===== src/rtl/ibex_mem_arbiter.sv =====
// ibex_mem_arbiter: arbitrates the ibex instr and data ports onto one sp_ram port.
// One grant per cycle, combinational grant, 1-cycle response routed back to the owner.
// Addresses outside the RAM window are granted but answered with an error response.
// Build option: define IBEX_ARB_RR_EN for round-robin arbitration; otherwise data has
// fixed priority and a waiting instr request is forced through after MAX_WAIT cycles.
module ibex_mem_arbiter #(
  parameter int unsigned MEM_SIZE  = 65536,
  parameter logic [31:0] MEM_START = 32'h0000_0000,
  parameter int unsigned MAX_WAIT  = 4
) (
  input  logic        clk_i,
  input  logic        rst_ni,
  input  logic        instr_req_i,
  input  logic [31:0] instr_addr_i,
  output logic        instr_gnt_o,
  output logic        instr_rvalid_o,
  output logic [31:0] instr_rdata_o,
  output logic        instr_err_o,
  input  logic        data_req_i,
  input  logic        data_we_i,
  input  logic [3:0]  data_be_i,
  input  logic [31:0] data_addr_i,
  input  logic [31:0] data_wdata_i,
  output logic        data_gnt_o,
  output logic        data_rvalid_o,
  output logic [31:0] data_rdata_o,
  output logic        data_err_o,
  output logic        mem_req_o,
  output logic        mem_we_o,
  output logic [3:0]  mem_be_o,
  output logic [31:0] mem_addr_o,
  output logic [31:0] mem_wdata_o,
  input  logic        mem_rvalid_i,
  input  logic [31:0] mem_rdata_i
);

  typedef enum logic {
    OWNER_INSTR = 1'b0,
    OWNER_DATA  = 1'b1
  } owner_e;

  localparam logic [31:0] WIN_MASK = ~(32'(MEM_SIZE) - 32'd1);

  logic        instr_win;
  logic        data_win;
  logic        any_gnt;
  logic [31:0] sel_addr;
  logic        sel_in_window;

  logic        resp_valid_reg;
  owner_e      resp_owner_reg;
  logic        resp_err_reg;

`ifdef IBEX_ARB_RR_EN
  owner_e rr_ptr_reg;
  owner_e rr_ptr_next;

  // Round-robin pick: contention goes to the host the pointer names
  always_comb begin
    instr_win = 1'b0;
    data_win  = 1'b0;
    if (instr_req_i && data_req_i) begin
      if (rr_ptr_reg == OWNER_DATA) data_win  = 1'b1;
      else                          instr_win = 1'b1;
    end else begin
      instr_win = instr_req_i;
      data_win  = data_req_i;
    end
  end

  // Pointer moves to the host that did not just win
  always_comb begin
    rr_ptr_next = rr_ptr_reg;
    if (instr_gnt_o)     rr_ptr_next = OWNER_DATA;
    else if (data_gnt_o) rr_ptr_next = OWNER_INSTR;
  end

  // Round-robin pointer register
  always_ff @(posedge clk_i or negedge rst_ni) begin
    if (!rst_ni) rr_ptr_reg <= OWNER_INSTR;
    else         rr_ptr_reg <= rr_ptr_next;
  end
`else
  localparam int WAIT_W = (MAX_WAIT < 1) ? 1 : $clog2(MAX_WAIT + 1);

  logic [WAIT_W-1:0] wait_cnt_reg;
  logic [WAIT_W-1:0] wait_cnt_next;
  logic              instr_starved;

  assign instr_starved = (wait_cnt_reg == WAIT_W'(MAX_WAIT));

  // Fixed data priority, overridden once instr has waited MAX_WAIT cycles
  always_comb begin
    instr_win = 1'b0;
    data_win  = 1'b0;
    if (instr_req_i && (!data_req_i || instr_starved)) instr_win = 1'b1;
    else if (data_req_i)                               data_win  = 1'b1;
  end

  // Count cycles instr is held off; saturate so the override stays armed
  always_comb begin
    wait_cnt_next = wait_cnt_reg;
    if (!instr_req_i || instr_gnt_o) wait_cnt_next = '0;
    else if (!instr_starved)         wait_cnt_next = wait_cnt_reg + 1'b1;
  end

  // Starvation counter register
  always_ff @(posedge clk_i or negedge rst_ni) begin
    if (!rst_ni) wait_cnt_reg <= '0;
    else         wait_cnt_reg <= wait_cnt_next;
  end
`endif

  // Grants are held low while reset is asserted so nothing leaks out under reset
  assign instr_gnt_o = instr_win & rst_ni;
  assign data_gnt_o  = data_win & rst_ni;
  assign any_gnt     = instr_gnt_o | data_gnt_o;

  assign sel_addr      = data_win ? data_addr_i : instr_addr_i;
  assign sel_in_window = ((sel_addr & WIN_MASK) == MEM_START);

  // Route only the winner's fields to the RAM; everything is zero when idle
  always_comb begin
    mem_req_o   = any_gnt & sel_in_window;
    mem_we_o    = 1'b0;
    mem_be_o    = 4'h0;
    mem_addr_o  = 32'h0;
    mem_wdata_o = 32'h0;
    if (mem_req_o) begin
      mem_addr_o = sel_addr;
      if (data_win) begin
        mem_we_o    = data_we_i;
        mem_be_o    = data_be_i;
        mem_wdata_o = data_wdata_i;
      end else begin
        mem_be_o    = 4'hF;
      end
    end
  end

  // Capture owner and error status at grant; the response follows one cycle later
  always_ff @(posedge clk_i or negedge rst_ni) begin
    if (!rst_ni) begin
      resp_valid_reg <= 1'b0;
      resp_owner_reg <= OWNER_INSTR;
      resp_err_reg   <= 1'b0;
    end else begin
      resp_valid_reg <= any_gnt;
      resp_owner_reg <= data_gnt_o ? OWNER_DATA : OWNER_INSTR;
      resp_err_reg   <= any_gnt & ~sel_in_window;
    end
  end

  // Steer the response to its owner; RAM data without a pending in-window grant is ignored
  always_comb begin
    instr_rvalid_o = resp_valid_reg && (resp_owner_reg == OWNER_INSTR);
    data_rvalid_o  = resp_valid_reg && (resp_owner_reg == OWNER_DATA);
    instr_err_o    = instr_rvalid_o & resp_err_reg;
    data_err_o     = data_rvalid_o & resp_err_reg;
    instr_rdata_o  = 32'h0;
    data_rdata_o   = 32'h0;
    if (resp_valid_reg && !resp_err_reg && mem_rvalid_i) begin
      if (resp_owner_reg == OWNER_DATA) data_rdata_o  = mem_rdata_i;
      else                              instr_rdata_o = mem_rdata_i;
    end
  end

endmodule


===== config.mk =====
export PLATFORM = sky130hd
export DESIGN_NAME = ibex_mem_arbiter
export DESIGN_NICKNAME = d
export VERILOG_FILES = /design/src/rtl/ibex_mem_arbiter.sv
export SDC_FILE = /design/constraint.sdc
export NUM_CORES = 1
export LEC_CHECK = 0
export ABC_AREA = 1
export CAP_MARGIN = 10
export CORE_AREA = 2 2 109 111
export DETAILED_ROUTE_END_ITERATION = 8
export DIE_AREA = 0 0 111 113
export SYNTH_ARGS = -nofsm -noshare
export SYNTH_HDL_FRONTEND = slang
export SYNTH_SLANG_ARGS = --single-unit

===== constraint.sdc =====
create_clock -name clk_i -period 2.7 [get_ports clk_i]
set_input_delay 0.27 -clock clk_i [delete_from_list [all_inputs] [get_ports clk_i]]
set_output_delay 0.27 -clock clk_i [all_outputs]
set_load 0.05 [all_outputs]

======== After elaboration in Yosys (flattened, before gate mapping) ========
Cells that the tools add are included.
storage, ports and cells
  flip-flop bits (word level) ............. 6
  input bits .............................. 138
  output and inout port bits .............. 140
  word-level logic and storage cells ...... 45
operators by class
  add/subtract/negate cells ............... 1
  equality and inequality tests ........... 2
  mux-type cells .......................... 18
  bitwise operators ....................... 9
  reduce and logical (&&, ||, !) cells .... 11
operators by type and width
  operator               number
  $mux W32               8
  $logic_not A32 Y1      1
  $mux W4                2
  $and A1 B1 Y1          6
  $mux W1                6
  $mux W3                2
  $logic_and A1 B1 Y1    5
  $add A3 B1 Y3 const B  1
  $eq A3 B3 Y1 const B   1
  $logic_not A1 Y1       3
  $logic_or A1 B1 Y1     2
  $ne A2 B1 Y1 const B   1
  $not A1 Y1             2
  $or A1 B1 Y1           1

======== Logic depth before layout (Yosys ltp) ========
  depth in word-level cells ............... 8
  depth in mapped cells ................... 14
  depth with buffers taken out ............ 12

======== Worst setup path after synthesis ========
No wires, ideal clock.
  kind .................................... reg-to-output
  start point ............................. register wait_cnt_reg[0]
  end point ............................... output mem_addr_o[10]
  data arrival time ....................... 2,938 ps
  data required time ...................... 2,430 ps
  path slack .............................. -508 ps
  cell stages (with the launch flop) ...... 13
  path buffers ............................ 3
  path through ............................ dfrtp_1 -> inv_1 -> ha_1 -> nand2_2 -> o21ai_2 -> buf_6 -> buf_6 -> nor2_1 -> nor2_1 -> inv_1 -> nand3_4 -> buf_6 -> nor2_1
on the way
  longest elaborated chain between the ends .. 8
  elaborated cells on any way between the ends .. 12
RTL lines
  what                    line  RTL
  from (decl)             86    logic [WAIT_W-1:0] wait_cnt_reg;
  from (signal assigned)  110   else wait_cnt_reg <= wait_cnt_next;
  $eq A3 B3 Y1            90    assign instr_starved = (wait_cnt_reg == WAIT_W'(MAX_WAIT));
  $logic_or A1 B1 Y1      96    if (instr_req_i && (!data_req_i || instr_starved)) instr_win = 1'b1;
  $logic_and A1 B1 Y1     96
  $mux W1                 96
  $and A1 B1 Y1           116   assign data_gnt_o = data_win & rst_ni;
  net data_gnt_o          24    output logic data_gnt_o,
  $or A1 B1 Y1            117   assign any_gnt = instr_gnt_o | data_gnt_o;
  net any_gnt             46    logic any_gnt;
  $and A1 B1 Y1           124   mem_req_o = any_gnt & sel_in_window;
  $mux W32                129   if (mem_req_o) begin
  to (decl)               31    output logic [31:0] mem_addr_o,
The timed path passes the listed nets, and every way through them passes these cells.

======== Worst setup path after layout ========
  start point ............................. register wait_cnt_reg[0]
  end point ............................... output mem_wdata_o[24]
on the way
  longest elaborated chain between the ends .. 8
  elaborated cells on any way between the ends .. 13
RTL lines
  what                                               line      RTL
  $eq A3 B3 Y1 (*)                                   90
  $logic_or A1 B1 Y1 (*)                             96
  $logic_and A1 B1 Y1 (*)                            96
  $mux W1                                            96
  $mux W32 (tied with other cells)                   119       assign sel_addr = data_win ? data_addr_i : instr_addr_i;
  $logic_not A32 Y1 or $or A1 B1 Y1 (tied branches)  120, 117
  $and A1 B1 Y1                                      124
  $mux W32 (*)                                       129
  to (decl)                                          32        output logic [31:0] mem_wdata_o,
Every way passes the cells marked *; elsewhere a longest branch is shown, timed or not.

==> summary.txt <==
Run status
  • Outcome: complete, but fails checks
  • Failing checks: setup timing

Global routing
  • Initial antenna violation count: 0
  • Global route total overflow: 0
  • Overall Global Routing Usage: 0.152
  • Vias in the first global route: approximately 3,100
  • Global-route wire length before repair: about 16,000 um
  • Largest net degree at the start of global routing: 34

Synth
  • Multiplexer share of the synthesized area: 0.0856
  • Syn Area/Cell: 5.41 um^2
  • Synth async-reset ratio: 1.00
  • Post-Synth XOR/XNOR Area: 0.00936
  • Largest family of logic cells by synthesized area: simple AND/OR/NAND/NOR gates
  • Number of synthesized register bits: 6
  • Synthesized area: 1870 um^2
  • Yosys warns: 0
  • Simple-gate share of the synthesized area: 0.562
  • Synth Instances: ~350
  • Post-synthesis sequential area ratio: 0.0803
  • Number of synthesized flops with an enable pin: 0
  • Synth Area in Adders: 0.0134
  • Synth Area in Compound Gates: 0.0154
  • Top FF cell, synth: dfrtp_1
  • Netlist cell types: 24

STA
  • # setup viols final: 19
  • Fmax: ~370 MHz
  • Final WS setup: -0.0262 ns
  • Slew Limit Fails: 0
  • Final min period: about 2.7 ns
  • Tcrit/Tclk final: 1.01
  • RSZ-0062 raised after global routing: yes
  • Clock Skews: between 0.0007 and 0.0008 ns
  • Hold Vio Cnt, Final: 0
  • Max-slew headroom: 0.646
  • Setup TNS Final: -0.233 ns
  • Measured slew at the worst slew-check pin: 0.529 ns

Setup path
  • Worst setup path endpoint: mem_wdata_o[24]
  • Reg-to-reg startpoint: wait_cnt_reg[0]
  • Cells on worst reg2reg path: 12
  • Required @ worst endpoint: about 2.4 ns
  • Reg2reg setup slack: around 0.84 ns
  • Worst Setup SP: wait_cnt_reg[0]
  • Worst r2r dst: resp_err_reg
  • Most used cell, CP: nand2_1
  • Worst EP arrival: around 2.5 ns
  • Setup Crit Path Kind: reg2out
  • Worst Setup Start Kind: register
  • Crit. End Element: output pin
  • CP Max Fanout: 10
  • Crit-path slowest cell: dfrtp_1
  • Crit path largest cell delay: about 0.38 ns
  • Critical-path cell list: inv_2, ha_4, nand2_4, o21ai_4, inv_4, nand2_1, nand2_1, nor2_1, nand2_1, nor2_4, nand3_4, clkbuf_16, nor2_4, buf_12

Floorplan
  • Die area: 12,500 um^2
  • Die W: ~110 um
  • Starting Density: 0.166
  • Core area: around 11,000 um^2
  • Die height: roughly 110 um
  • I/O pin count: ~280
  • FP Rows: 39

Place
  • Placed Cells: between 700 and 800
  • Detailed Place HPWL: ~9000 um
  • Placer Congestion: around 0.88
  • PortBufs: 261

Pwr
  • Lkg Pwr: around 0.0026 uW
  • Pwr dens: around 170 nW/um^2
  • Worst VDD drop: ~0.18 mV

CTS
  • CTS Hold Buffers Added: 0
  • Clk_lat worst skew: approximately 0.23 ns
  • H-tree levels: 1
  • Root Driver: clkbuf_16
  • CTS tree: yes
  • Sink Count: 6
  • Clock Path Buffers: 2
  • Num CTS Buffers: 3
  • Reg clk slew, reported paths: about 0.03 ns

Finish
  • Commonest non-fill, non-tap cells in the layout: clkdlybuf4s50_1, buf_12, nand2_1
  • Diode count: 0
  • Leading cell type in the layout, fill and taps excluded: clkdlybuf4s50_1
  • # nets final: between 700 and 800
  • Largest register FFs: 3
  • Fraction of layout cells with a size suffix above 1: 0.350
  • Synthesis-to-finish area growth: 232%
  • Non-Filler Instances: about 750

Drt
  • Drt first-iter violations: 157
  • Routed len/inst: ~14 um
  • DRC: 0
  • Drt pass-1 iters: 5
  • Vias: between 3,000 and 4,000
  • Post-DRT Antenna Nets: 0
  • Final wirelength: ~11,000 um
  • DR vias/cell: 4.22

Min path
  • HP Class: in2async

Flow run
  • Max Cap Viol: 0
==> cell type report <==
type                       instances  area, um^2
clock buffer                       3        75.1
fill                            1013        5060
timing repair buffer             283        4040
sequential                         6         150
multi-input combinational        274        1600
inverter                          43         164
tap                              143         179
==> stage by stage <==
stage               total power, uW  utilization  hold WS, ns  setup WS, ns  area, um^2
floorplan                       446            -      -0.0256       -0.0943        1940
global placement                765        0.512        0.561        0.0609        5770
detailed placement              774        0.512        0.582        0.0103        5770
CTS                            1020        0.524        0.342       -0.0193        5900
global route                   1110        0.551        0.363        -0.169        6210
finish                         1050        0.551        0.341       -0.0262        6210
==> routing by layer <==
layer / global-route usage / vias up / share of wire
met5: 0 / - / 0
met4: 0.0442 / 0 / 0.021
met3: 0.0370 / 16 / 0.089
met2: 0.308 / 198 / 0.55
met1: 0.154 / 1421 / 0.34
li1: - / 1539 / -
==> power by group <==
part | leakage (uW) | switching, uW | internal (uW) | total, uW
clock | 0.0000370 | 47.9 | 190 | 238
combinational | 0.00253 | 364 | 339 | 703
sequential | 0.0000776 | 8.13 | 101 | 109
==> kinds of logic (layout without fill, tap and decap cells) <==
kind of cell	after synthesis	after routing
mux	16	16
other cells	1	16
compound gates	5	5
buf+inv	82	329
flops	6	6
xor+xnor	2	2
fa+ha+maj	2	2
simple gates	232	233
==> worst min-delay path by stage <==
stage / slack [ns] / endpoint / depth (start not counted) / from
2_1_floorplan: -0.03 / resp_err_reg / 0 / rst_ni
3_3_place_gp: 0.56 / wait_cnt_reg[1] / 2 / wait_cnt_reg[1]
3_5_place_dp: 0.58 / resp_err_reg / 2 / rst_ni
4_1_cts: 0.34 / wait_cnt_reg[0] / 2 / rst_ni
5_1_grt: 0.36 / wait_cnt_reg[0] / 2 / rst_ni
6_report: 0.34 / wait_cnt_reg[0] / 2 / rst_ni
==> Yosys cell counts (2+ instances only) <==
master	n	area, um^2
a21oi_1	3	15.0
buf_1	3	11.3
buf_2	2	10.0
buf_4	17	128
buf_6	8	90.1
clkbuf_1	9	33.8
dfrtp_1	6	150
ha_1	2	25.0
inv_1	42	158
mux2i_1	16	160
nand2_1	82	308
nand2_2	2	12.5
nand3_1	10	50.1
nor2_1	63	236
nor2_2	40	250
nor3_1	33	165
==> worst max-delay path: cells and delay by family (launching register included) <==
| family | cells | cell delay [ns] |
|---|---|---|
| and+or+nand+nor | 8 | 0.90 |
| buffers and inverters | 4 | 0.57 |
| adders and majority gates | 1 | 0.14 |
| AOI/OAI and AO/OA | 1 | 0.22 |
| DFF | 1 | 0.38 |
==> what timing repair did <==
action / in CTS / in global routing
gates resized for setup: 17 / 41
setup buffers: 1 / 3
pin swaps: 1 / 7
endpoints found under the hold margin: 0 / 0
endpoints found under the setup margin: 50 / 54
gates cloned: 0 / 5
No activity file was read; power rests on OpenSTA's default activity.
